## src/rtl/mem_bus_ctrl_pkg.sv

```systemverilog
// Shared definitions for the main-memory bus sequencer: default bus widths,
// the controller state encoding and a helper for the byte-offset width.
package mem_bus_ctrl_pkg;

  // Default address and data widths of the system memory bus.
  localparam int MBC_ADDR_WIDTH = 32;
  localparam int MBC_DATA_WIDTH = 32;

  // Controller states. The encoding is fixed because other blocks decode it.
  typedef enum logic [1:0] {
    MBC_IDLE   = 2'b00,
    MBC_ACCESS = 2'b01,
    MBC_RESP   = 2'b10
  } mbcState_e;

  // Number of low address bits that select a byte within one data word.
  // A request is aligned only when all of these bits are zero.
  function automatic int mbcOffsetBits(input int dataWidth);
    return $clog2(dataWidth / 8);
  endfunction

endpackage

```

## src/rtl/mem_bus_timeout.sv

```systemverilog
// Watchdog counter for the memory bus sequencer. Counts the cycles an access
// spends waiting on memory and flags the last cycle it is allowed to wait.
// Only instantiated when MEM_BUS_TIMEOUT_EN is defined.
module mem_bus_timeout
  import mem_bus_ctrl_pkg::*;
#(
  parameter int TIMEOUT_CYCLES = 16
) (
  input  logic clk,
  input  logic reset,
  input  logic clear,
  input  logic count_en,
  output logic terminal
);

  localparam int CountWidth = $clog2(TIMEOUT_CYCLES + 1);
  localparam logic [CountWidth-1:0] LastWaitCount = CountWidth'(TIMEOUT_CYCLES - 1);
  localparam logic [CountWidth-1:0] CountCeiling  = CountWidth'(TIMEOUT_CYCLES);

  logic [CountWidth-1:0] count_q, count_d;

  // Clear on entry to an access, otherwise advance once per unanswered wait
  // cycle; the count saturates so it can never wrap back into range.
  always_comb begin
    count_d = count_q;
    if (clear) begin
      count_d = '0;
    end else if (count_en && (count_q != CountCeiling)) begin
      count_d = count_q + CountWidth'(1);
    end
  end

  // Wait-cycle counter register.
  always_ff @(posedge clk or posedge reset) begin
    if (reset) begin
      count_q <= '0;
    end else begin
      count_q <= count_d;
    end
  end

  assign terminal = (count_q == LastWaitCount);

endmodule

```

## src/rtl/mem_bus_ctrl.sv

```systemverilog
// Main-memory bus sequencer. Takes one granted request at a time, runs a
// chip-select / ready handshake to the memory array and returns a single-cycle
// response carrying read data or an error flag. Misaligned requests are
// answered with an error without touching memory.
// Optional feature macro: MEM_BUS_TIMEOUT_EN -- abort accesses that memory
// has not acknowledged within TIMEOUT_CYCLES cycles.
module mem_bus_ctrl
  import mem_bus_ctrl_pkg::*;
#(
  parameter int ADDR_WIDTH     = MBC_ADDR_WIDTH,
  parameter int DATA_WIDTH     = MBC_DATA_WIDTH,
  parameter int TIMEOUT_CYCLES = 16
) (
  input  logic                  clk,
  input  logic                  reset,
  input  logic                  flush,
  input  logic                  req_valid,
  input  logic [ADDR_WIDTH-1:0] req_addr,
  input  logic                  req_we,
  input  logic [DATA_WIDTH-1:0] req_wdata,
  output logic                  req_ready,
  output logic                  rsp_valid,
  output logic [DATA_WIDTH-1:0] rsp_rdata,
  output logic                  rsp_err,
  output logic                  mem_cs,
  output logic                  mem_we,
  output logic [ADDR_WIDTH-1:0] mem_addr,
  output logic [DATA_WIDTH-1:0] mem_wdata,
  input  logic                  mem_ready,
  input  logic [DATA_WIDTH-1:0] mem_rdata
);

  localparam int OffsetBits = mbcOffsetBits(DATA_WIDTH);

  mbcState_e state_q, state_d;

  // Holding registers for the accepted request.
  logic [ADDR_WIDTH-1:0] holdAddr_q, holdAddr_d;
  logic                  holdWe_q, holdWe_d;
  logic [DATA_WIDTH-1:0] holdWdata_q, holdWdata_d;

  // Registered memory-side outputs.
  logic                  memCs_q, memCs_d;
  logic                  memWe_q, memWe_d;
  logic [ADDR_WIDTH-1:0] memAddr_q, memAddr_d;
  logic [DATA_WIDTH-1:0] memWdata_q, memWdata_d;

  // Registered response outputs.
  logic                  rspValid_q, rspValid_d;
  logic [DATA_WIDTH-1:0] rspRdata_q, rspRdata_d;
  logic                  rspErr_q, rspErr_d;

  logic accept;
  logic misaligned;
  logic startAccess;
  logic timeoutHit;

  // A new request may only be taken while idle, and never in a cycle that is
  // being flushed or reset, so flush always wins over a simultaneous request.
  assign req_ready   = (state_q == MBC_IDLE) && !flush && !reset;
  assign accept      = req_valid && req_ready;
  assign misaligned  = (req_addr[OffsetBits-1:0] != '0);
  assign startAccess = accept && !misaligned;

`ifdef MEM_BUS_TIMEOUT_EN
  logic countEn;

  // Only cycles spent in ACCESS without an acknowledge count as waiting.
  assign countEn = (state_q == MBC_ACCESS) && !mem_ready;

  mem_bus_timeout #(
    .TIMEOUT_CYCLES (TIMEOUT_CYCLES)
  ) uTimeout (
    .clk      (clk),
    .reset    (reset),
    .clear    (startAccess),
    .count_en (countEn),
    .terminal (timeoutHit)
  );
`else
  assign timeoutHit = 1'b0;
`endif

  // Next-state logic; output registers are loaded from the state being
  // entered so every mem_* and rsp_* pin comes straight from a flop.
  always_comb begin
    state_d     = state_q;
    holdAddr_d  = holdAddr_q;
    holdWe_d    = holdWe_q;
    holdWdata_d = holdWdata_q;
    rspRdata_d  = '0;
    rspErr_d    = 1'b0;

    case (state_q)
      MBC_IDLE: begin
        if (accept) begin
          holdAddr_d  = req_addr;
          holdWe_d    = req_we;
          holdWdata_d = req_wdata;
          if (misaligned) begin
            state_d  = MBC_RESP;
            rspErr_d = 1'b1;
          end else begin
            state_d = MBC_ACCESS;
          end
        end
      end
      MBC_ACCESS: begin
        if (mem_ready) begin
          state_d    = MBC_RESP;
          rspRdata_d = holdWe_q ? '0 : mem_rdata;
        end else if (timeoutHit) begin
          state_d  = MBC_RESP;
          rspErr_d = 1'b1;
        end
      end
      MBC_RESP: begin
        state_d = MBC_IDLE;
      end
      default: begin
        state_d = MBC_IDLE;
      end
    endcase

    if (flush) begin
      state_d    = MBC_IDLE;
      rspRdata_d = '0;
      rspErr_d   = 1'b0;
    end

    memCs_d    = (state_d == MBC_ACCESS);
    memWe_d    = memCs_d ? holdWe_d : 1'b0;
    memAddr_d  = memCs_d ? holdAddr_d : '0;
    memWdata_d = memCs_d ? holdWdata_d : '0;
    rspValid_d = (state_d == MBC_RESP);
  end

  // State, holding and output registers; reset drops everything at once,
  // including an in-flight chip select.
  always_ff @(posedge clk or posedge reset) begin
    if (reset) begin
      state_q     <= MBC_IDLE;
      holdAddr_q  <= '0;
      holdWe_q    <= 1'b0;
      holdWdata_q <= '0;
      memCs_q     <= 1'b0;
      memWe_q     <= 1'b0;
      memAddr_q   <= '0;
      memWdata_q  <= '0;
      rspValid_q  <= 1'b0;
      rspRdata_q  <= '0;
      rspErr_q    <= 1'b0;
    end else begin
      state_q     <= state_d;
      holdAddr_q  <= holdAddr_d;
      holdWe_q    <= holdWe_d;
      holdWdata_q <= holdWdata_d;
      memCs_q     <= memCs_d;
      memWe_q     <= memWe_d;
      memAddr_q   <= memAddr_d;
      memWdata_q  <= memWdata_d;
      rspValid_q  <= rspValid_d;
      rspRdata_q  <= rspRdata_d;
      rspErr_q    <= rspErr_d;
    end
  end

  assign mem_cs    = memCs_q;
  assign mem_we    = memWe_q;
  assign mem_addr  = memAddr_q;
  assign mem_wdata = memWdata_q;
  assign rsp_valid = rspValid_q;
  assign rsp_rdata = rspRdata_q;
  assign rsp_err   = rspErr_q;

endmodule

```

## config.mk

```make
export PLATFORM = sky130hd
export DESIGN_NAME = mem_bus_ctrl
export DESIGN_NICKNAME = d
export VERILOG_FILES = /design/src/rtl/mem_bus_ctrl_pkg.sv /design/src/rtl/mem_bus_timeout.sv /design/src/rtl/mem_bus_ctrl.sv
export SDC_FILE = /design/constraint.sdc
export NUM_CORES = 1
export LEC_CHECK = 0
export CAP_MARGIN = 15
export CORE_ASPECT_RATIO = 0.75
export CORE_UTILIZATION = 45
export CTS_CLUSTER_DIAMETER = 30
export DETAILED_ROUTE_END_ITERATION = 8
export PLACE_DENSITY = 0.91
export SLEW_MARGIN = 0
export SYNTH_ARGS = -nofsm -noshare
export SYNTH_HDL_FRONTEND = slang
export SYNTH_HIERARCHICAL = 1
export SYNTH_SLANG_ARGS = --single-unit
```

## constraint.sdc

```tcl
create_clock -name clk -period 11.2 [get_ports clk]
set_input_delay 1.12 -clock clk [delete_from_list [all_inputs] [get_ports clk]]
set_output_delay 1.12 -clock clk [all_outputs]
set_load 0.02 [all_outputs]
```

==> results of run 1 <==
-- worst max-delay path, stage by stage --
cell and delay (ns):
clkdlybuf4s50_1 0.52, nor4_4 0.38, clkdlybuf4s50_1 0.67
-- final cells by class --
class	count	area (µm²)	area share
Clock buffer	19	453	0.0521
Sequential cell	167	4180	0.480
Timing Repair Buffer	207	2080	0.239
Tap cell	171	214	0.0246
Clock inverter	13	97.6	0.0112
Inverter	1	8.76	0.00101
Multi-Input combinational cell	174	1670	0.192
-- sequential cells by signal (all words and copies together) (netlist names), 2 cells and up --
name	cells
holdAddr_q	32
holdWdata_q	32
mem_addr	32
mem_wdata	32
rsp_rdata	32
state_q	2
-- kinds of logic (layout without fill, tap and decap cells) --
logic type      after synthesis  after routing  share of synthesized area
simple gates                 44             44                     0.0493
flops                       167            167                      0.701
mux                          65             65                      0.133
buf+inv                      25            240                     0.0226
compound gates               65             65                     0.0942
-- worst max-delay path by stage --
stage	startpoint	to	depth (start not counted)
global placement	reset	req_ready	3
finish	reset	req_ready	3
floorplan	reset	holdAddr_q[0]$_DFF_PP0_	1
global route	reset	req_ready	3
CTS	reset	req_ready	3
detailed placement	reset	req_ready	3
-- layout by cell type, fill, tap and decap left out --
cell / Yosys / routed
dfrtp_1: 167 / 167
clkinvlp_4: 0 / 4
nand4bb_1: 1 / 1
clkdlybuf4s50_1: 0 / 202
nor4b_4: 0 / 1
clkinv_4: 0 / 4
nand2_4: 0 / 1
clkinv_2: 0 / 3
clkbuf_16: 0 / 17
and3_2: 0 / 1
buf_4: 0 / 4
mux2_2: 48 / 48
or2_2: 2 / 2
inv_6: 0 / 3
a22o_1: 63 / 63
buf_16: 0 / 1
mux2_4: 17 / 17
o21ai_0: 2 / 2
nor2_1: 3 / 3
and2_1: 34 / 34
clkbuf_8: 0 / 2
nor4_4: 1 / 1
-- through the flow --
| step | hold WS (ns) | instances | total power [µW] |
|---|---|---|---|
| final | 0.476 | 752 | 1360 |
| after global routing | 0.510 | 752 | 1420 |
| after global placement | 0.459 | 719 | 827 |
| after detailed placement | 0.465 | 719 | 838 |
| after CTS | 0.479 | 751 | 1370 |
| after floorplan | 0.447 | 366 | 769 |
-- power groups by stage --
stage | combinational [µW] | clock [µW] | sequential (µW)
final | 140 | 534 | 687
after detailed placement | 140 | 0 | 698
after global placement | 134 | 0 | 692
after CTS | 141 | 546 | 687
after floorplan | 75.1 | 0 | 694
after global routing | 152 | 573 | 694
-- per-layer routing --
layer | share of wire | track usage
met5 | 0 | 0
met1 | 0.41 | 0.247
met4 | 0.014 | 0.0942
met3 | 0.083 | 0.0791
met2 | 0.49 | 0.334
==> results_dict.tcl, run 1 <==
set metrics [dict create \
    core-area_um2 13000 \
    slew_violations 0 \
    yosysMostFrequentCell "dfrtp_1" \
    die_x_um 135 \
    fin_util 0.671 \
    synth-edff-count 0 \
    critPathLaunchType "primary input" \
    ys_seq_elements 167 \
    cts_sinks 167 \
    place_hpwl_um 8620 \
    io_buffers 202 \
    synth_cell_type_count 17 \
    powerDensity_nw_per_um2 157 \
    ys.flop_type "dfrtp_1" \
    antenna_found_initial 0 \
    critPathMaxFanout 3 \
    rsz0062_at_grt "no" \
    wl_um 13300 \
    firstDrtPassIters 4 \
    syn_avg_cell_area_um2 16.3 \
    ys_seq_area_frac 0.701 \
    async_flop_share 1.00 \
    hold_depth 1 \
    syn_nets 468 \
    hold_viol_final 0 \
    tns_ns 0 \
    clock_skew_ns 0.00858 \
    syn_inst 366 \
    gp_congestion 0.752 \
    p_leak_uw 0.00395 \
    worstPathArrival_ns 2.69 \
    insertion_delay_ns 0.42 \
    hold_buffers 0 \
    final-setup-viol-count 0 \
    worstSetupPathType "in2out" \
    p_clk_frac 0.392 \
    yosysTopAreaCell "dfrtp_1" \
    fin_ws_ns 7.39 \
    final_nets 670 \
    yosys-top-cells-count "dfrtp_1 (167), a22o_1 (63), mux2_2 (48)" \
    fill_cells 880 \
    die_h_um 102 \
    max-slew-margin-rel 0.317 \
    vias_per_cell 5.03 \
    area_delta_synth_final_pct 45.8 \
    crit_path_end_kind "output port" \
    cts_setup_buffers 0 \
    yosys_warnings 6 \
    worstMarginPinSlew_ns 1.02 \
    rows 36 \
    ctsResizeCount 0 \
    worstHoldPathType "reg2reg" \
    seqPwrFrac 0.505 \
    clockBufferDepth 2 \
    p_sw_uw 316 \
    die-area_um2 13700 \
    r2r-start "state_q[1]$_DFF_PP0_" \
    min_period_ns 3.81 \
    p_sw_frac 0.232 \
    grt_pass1_vias 3980 \
    status "complete, no violations" \
    drtIter0Drc 103 \
    drc 0 \
    timing.rr.end "holdAddr_q[28]$_DFF_PP0_" \
    cts.reportedPaths.clkPinSlew_ns 0.06 \
    ant_nets 0 \
    overflow 0 \
    grt_max_degree 88 \
    vias 3782 \
    final_area_um2 8700 \
    ir_drop_mv 0.110 \
    diodes 0 \
    whs_endpoint "mem_addr[1]$_DFF_PP0_" \
    grt_pass1_wl_um 21000 \
    root_buffer "clkbuf_16" \
    r2r_cells 3 \
    io_pins 203 \
    yosysTopAreaCellShare 0.701 \
    pwr-share-comb 0.103 \
    p_int_uw 1050 \
    fmax_ghz 0.262 \
    post-place-ws_ns 7.38 \
    wl_per_cell_um 17.7 \
    grt_usage 0.206 \
    holdCritStartpoint "holdAddr_q[1]$_DFF_PP0_" \
    layout-drive-gt1-share 0.188 \
    syn_area_um2 5970 \
    tritoncts "yes" \
    drv_cap 0 \
    htree_levels 4 \
    initial_core_util 0.460 \
    dpl_cell_area_um2 8120 \
    synth.area.top_cells "dfrtp_1 (70%), a22o_1 (9.2%), mux2_2 (9.1%)" \
    required_ns 10.08 \
    fin_crit_sh 0.340 \
    r2r_setup_slack_ns 9.05 \
    cts_made_buffers 17 \
]
No activity file was read; power rests on OpenSTA's default activity.
==> run 2, diff against run 1 <==
==> constraint.sdc (replaced) <==
create_clock -name clk -period 3.7 [get_ports clk]
set_input_delay 0.37 -clock clk [delete_from_list [all_inputs] [get_ports clk]]
set_output_delay 0.37 -clock clk [all_outputs]
set_load 0.02 [all_outputs]
==> results_dict.tcl, run 2 (synthesis gave the netlist of run 1 again) <==
set metrics [dict create \
    status "complete, no violations" \
    io_buffers 202 \
    critPathLaunchType "flop" \
    grt_pass1_vias 3985 \
    drtIter0Drc 96 \
    rows 36 \
    hold_viol_final 0 \
    final_nets 669 \
    die-area_um2 13700 \
    instances_no_fill 751 \
    cts_sinks 167 \
    worstHoldPathType "reg2reg" \
    layout-drive-gt1-share 0.184 \
    cts.reportedPaths.clkPinSlew_ns 0.06 \
    slew_violations 0 \
    final-setup-viol-count 0 \
    core-area_um2 13000 \
    rsz0062_at_grt "no" \
    grt_use_met2 0.326 \
    diodes 0 \
    grt_util_met3 0.0966 \
    min_period_ns 2.31 \
    cts_made_buffers 17 \
    grt_max_degree 168 \
    drv_cap 0 \
    cts_setup_buffers 0 \
    critPathMaxFanout 3 \
    die_x_um 135 \
    post-place-ws_ns 1.19 \
    antenna_found_initial 0 \
    layout_common_cells "clkdlybuf4s50_1 (202), dfrtp_1 (167), a22o_1 (63), mux2_2 (48), and2_1 (34)" \
    area_delta_synth_final_pct 46.9 \
    fmax_ghz 0.434 \
    clockBufferDepth 2 \
    final_area_um2 8760 \
    root_buffer "clkbuf_16" \
    fin_crit_sh 0.623 \
    hold_buffers 0 \
    powerDensity_nw_per_um2 492 \
    clock_skew_ns 0.00677 \
    wl_per_cell_um 17.6 \
    worstMarginPinSlew_ns 0.987 \
    required_ns 3.33 \
    overflow 0 \
    htree_levels 4 \
    p_leak_uw 0.00398 \
    fill_cells 874 \
    place_inst 719 \
    ctsResizeCount 0 \
    drc 0 \
    crit_path_end_kind "output port" \
    hold_ws_ns 0.494 \
    place_hpwl_um 8650 \
    layout_commonest_cell "clkdlybuf4s50_1" \
    max-slew-margin-rel 0.341 \
    tritoncts "yes" \
    worstSetupPathType "reg2out" \
    die_h_um 102 \
    io_pins 203 \
    vias 3780 \
    grt_use_met1 0.234 \
    firstDrtPassIters 4 \
    grt_usage 0.200 \
    initial_core_util 0.460 \
    grt_pass1_wl_um 20200 \
    gp_congestion 0.738 \
    busiest_layer "met2" \
    ir_drop_mv 0.490 \
    worstPathArrival_ns 1.94 \
    vias_per_cell 5.03 \
    fin_ws_ns 1.39 \
    ant_nets 0 \
    wl_um 13200 \
    dpl_cell_area_um2 8150 \
    tns_ns 0 \
    insertion_delay_ns 0.42 \
]
==> run 2: worst max-delay path, stage by stage (launching register included) <==
cell and delay, ns:
dfrtp_1 0.44, nor4_4 0.40, clkdlybuf4s50_1 0.68
==> run 2: area by class of cell <==
type,count,area [µm²],area share
Clock buffer,21,470,0.0537
Clock inverter,11,148,0.0168
Inverter,1,7.51,0.000857
Multi-Input combinational cell,174,1670,0.190
Sequential cell,167,4180,0.477
Tap cell,171,214,0.0244
Timing Repair Buffer,206,2080,0.237
==> run 2: path summary, 6_finish.rpt <==
kind / start / endpoint / slack [ns] / cells after the start
setup / recovery: state_q[1]$_DFF_PP0_ / req_ready / 1.39 / 2
hold / removal: holdWdata_q[3]$_DFF_PP0_ / mem_wdata[3]$_DFF_PP0_ / 0.49 / 1
setup reg to reg: state_q[1]$_DFF_PP0_ / holdAddr_q[27]$_DFF_PP0_ / 1.60 / 3
hold reg to reg: holdWdata_q[3]$_DFF_PP0_ / mem_wdata[3]$_DFF_PP0_ / 0.49 / 1
max in group asynchronous: reset / rsp_rdata[23]$_DFF_PP0_ / 2.35 / 3
min in group asynchronous: reset / holdAddr_q[13]$_DFF_PP0_ / 0.58 / 3
==> run 2: report_power, final <==
group	leakage (µW)	switching, µW	internal, µW
registers	0.00219	90.0	1990
logic	0.00149	150	274
clock network	0.000303	692	1120
==> run 2: metrics by stage <==
step                utilization  power, µW
floorplan                     -       2330
finish                    0.676       4320
global route              0.676       4490
detailed placement        0.628       2540
CTS                       0.676       4370
global placement          0.628       2510
==> run 2: per-layer routing <==
layer / up-vias / routed length, µm
met5: - / 0
met2: 150 / 6620
met4: 0 / 82
li1: 1699 / -
met1: 1921 / 5320
met3: 10 / 1210
==> run 3, diff against run 2 <==
==> constraint.sdc (replaced) <==
create_clock -name clk -period 2.3 [get_ports clk]
set_input_delay 0.23 -clock clk [delete_from_list [all_inputs] [get_ports clk]]
set_output_delay 0.23 -clock clk [all_outputs]
set_load 0.02 [all_outputs]
==> results_dict.tcl, run 3 (synthesis gave the netlist of run 1 again) <==
set metrics [dict create \
    worstHoldPathType "in2reg" \
    cpPeakStageDelay_ns 0.69 \
    pwr-share-comb 0.105 \
    grt_max_degree 68 \
    fill_cells 882 \
    drc 0 \
    rsz0062_at_grt "no" \
    core-area_um2 13000 \
    fin_crit_sh 0.937 \
    final_nets 677 \
    cts_sinks 167 \
    wl_per_cell_um 18.4 \
    p_total_uw 6790 \
    vias_per_cell 5.09 \
    layout_commonest_cell "clkdlybuf4s50_1" \
    p_sw_uw 1490 \
    worstSetupPathType "reg2out" \
    ir_drop_mv 0.472 \
    grt_pass1_vias 4144 \
    initial_core_util 0.460 \
    drv_cap 0 \
    cts_setup_buffers 0 \
    grt_pass1_wl_um 21700 \
    layout_common_cells "clkdlybuf4s50_1 (202), dfrtp_1 (167), a22o_1 (63), mux2_2 (48), and2_1 (34)" \
    die-area_um2 13700 \
    p_leak_uw 0.00401 \
    crit_path_end_kind "output port" \
    post-place-ws_ns 0.278 \
    drtIter0Drc 113 \
    io_buffers 202 \
    die_x_um 135 \
    io_pins 203 \
    wl_um 14000 \
    min_period_ns 2.15 \
    tns_ns 0 \
    area_delta_synth_final_pct 48.2 \
    diodes 0 \
    clock_skew_ns 0.00829 \
    critPathSlowestCell "clkdlybuf4s50_1" \
    max-slew-margin-rel 0.511 \
    worstMarginPinSlew_ns 0.731 \
    worst-path-buf-inv 1 \
    overflow 0 \
    grt_usage 0.213 \
    fin_ws_ns 0.145 \
    vias 3860 \
    ctsResizeCount 0 \
    hold_buffers 0 \
    antenna_found_initial 0 \
    root_buffer "clkbuf_16" \
    status "complete, no violations" \
    crit_chain "nor4_4, clkdlybuf4s50_1" \
    die_h_um 102 \
    firstDrtPassIters 4 \
    insertion_delay_ns 0.41 \
    instances_no_fill 759 \
    place_inst 727 \
    p_sw_frac 0.220 \
    hold_viol_final 0 \
    clockBufferDepth 2 \
    layout-drive-gt1-share 0.192 \
    critPathMaxFanout 3 \
    place_hpwl_um 9570 \
    powerDensity_nw_per_um2 768 \
    crit_family "buffers and inverters" \
    cts.reportedPaths.clkPinSlew_ns 0.06 \
    seqPwrFrac 0.495 \
    ant_nets 0 \
    htree_levels 4 \
    critPathLaunchType "flop" \
    p_clk_frac 0.401 \
    p_int_uw 5290 \
    fmax_ghz 0.464 \
    required_ns 2.07 \
    cts_made_buffers 17 \
    tritoncts "yes" \
    final-setup-viol-count 0 \
    worstPathArrival_ns 1.92 \
    slew_violations 0 \
    rows 36 \
    gp_congestion 0.763 \
]
-- run 3: cell types whose count changed in the layout (fill, tap and decap cells not counted), sizes merged --
cell | before | now
clkinv | 7 | 3
clkbuf | 21 | 25
clkinvlp | 2 | 4
bufinv | 3 | 1
buf | 4 | 12
-- run 3: worst register-to-register path, cell delays in order, from the launching register on --
cell and delay (ns):
dfrtp_1 0.44, nor4_4 0.38, nand2_4 0.21, buf_4 0.29
mux2_2 0.33
-- run 3: stage by stage --
stage               hold WS, ns  instance area [µm²]  utilization
floorplan                 0.359                 5970            -
global placement          0.462                 8270        0.637
detailed placement        0.477                 8270        0.637
CTS                       0.350                 8840        0.682
global route              0.359                 8840        0.682
finish                    0.366                 8840        0.682
-- run 3: power by group through the flow --
stage	registers, µW	logic [µW]	clock network [µW]
2_1_floorplan	3380	366	0
3_3_place_gp	3380	670	0
3_5_place_dp	3410	711	0
4_1_cts	3360	722	2770
5_1_grt	3390	765	2880
6_report	3360	711	2720
-- run 3: area by class of cell --
cell class              count  area [µm²]  share of cell area
flip-flops and latches    167        4180               0.473
repair buffers            214        2200               0.249
multi-input cells         174        1670               0.189
clock buffers              25         505              0.0572
well taps                 171         214              0.0242
clock inverters             7        67.6             0.00764
inverters                   1        7.51            0.000849
-- run 3: layer usage --
metal  up-vias  global-route usage  part of all wire
li1       1718                   -                 -
met3        25              0.0841             0.086
met2       167               0.356              0.50
met4         0              0.0916             0.022
met5         -                   0                 0
met1      1950               0.247              0.40
-- run 3: final timing paths --
kind / startpoint / end / slack, ns / cells after the start
max: state_q[1]$_DFF_PP0_ / req_ready / 0.15 / 2
max in group asynchronous: reset / rsp_rdata[16]$_DFF_PP0_ / 1.28 / 3
min reg2reg: holdAddr_q[1]$_DFF_PP0_ / mem_addr[1]$_DFF_PP0_ / 0.49 / 1
max reg2reg: state_q[1]$_DFF_PP0_ / holdWdata_q[15]$_DFF_PP0_ / 0.53 / 4
min: mem_rdata[27] / rsp_rdata[27]$_DFF_PP0_ / 0.37 / 2
min in group asynchronous: reset / state_q[1]$_DFF_PP0_ / 0.38 / 2
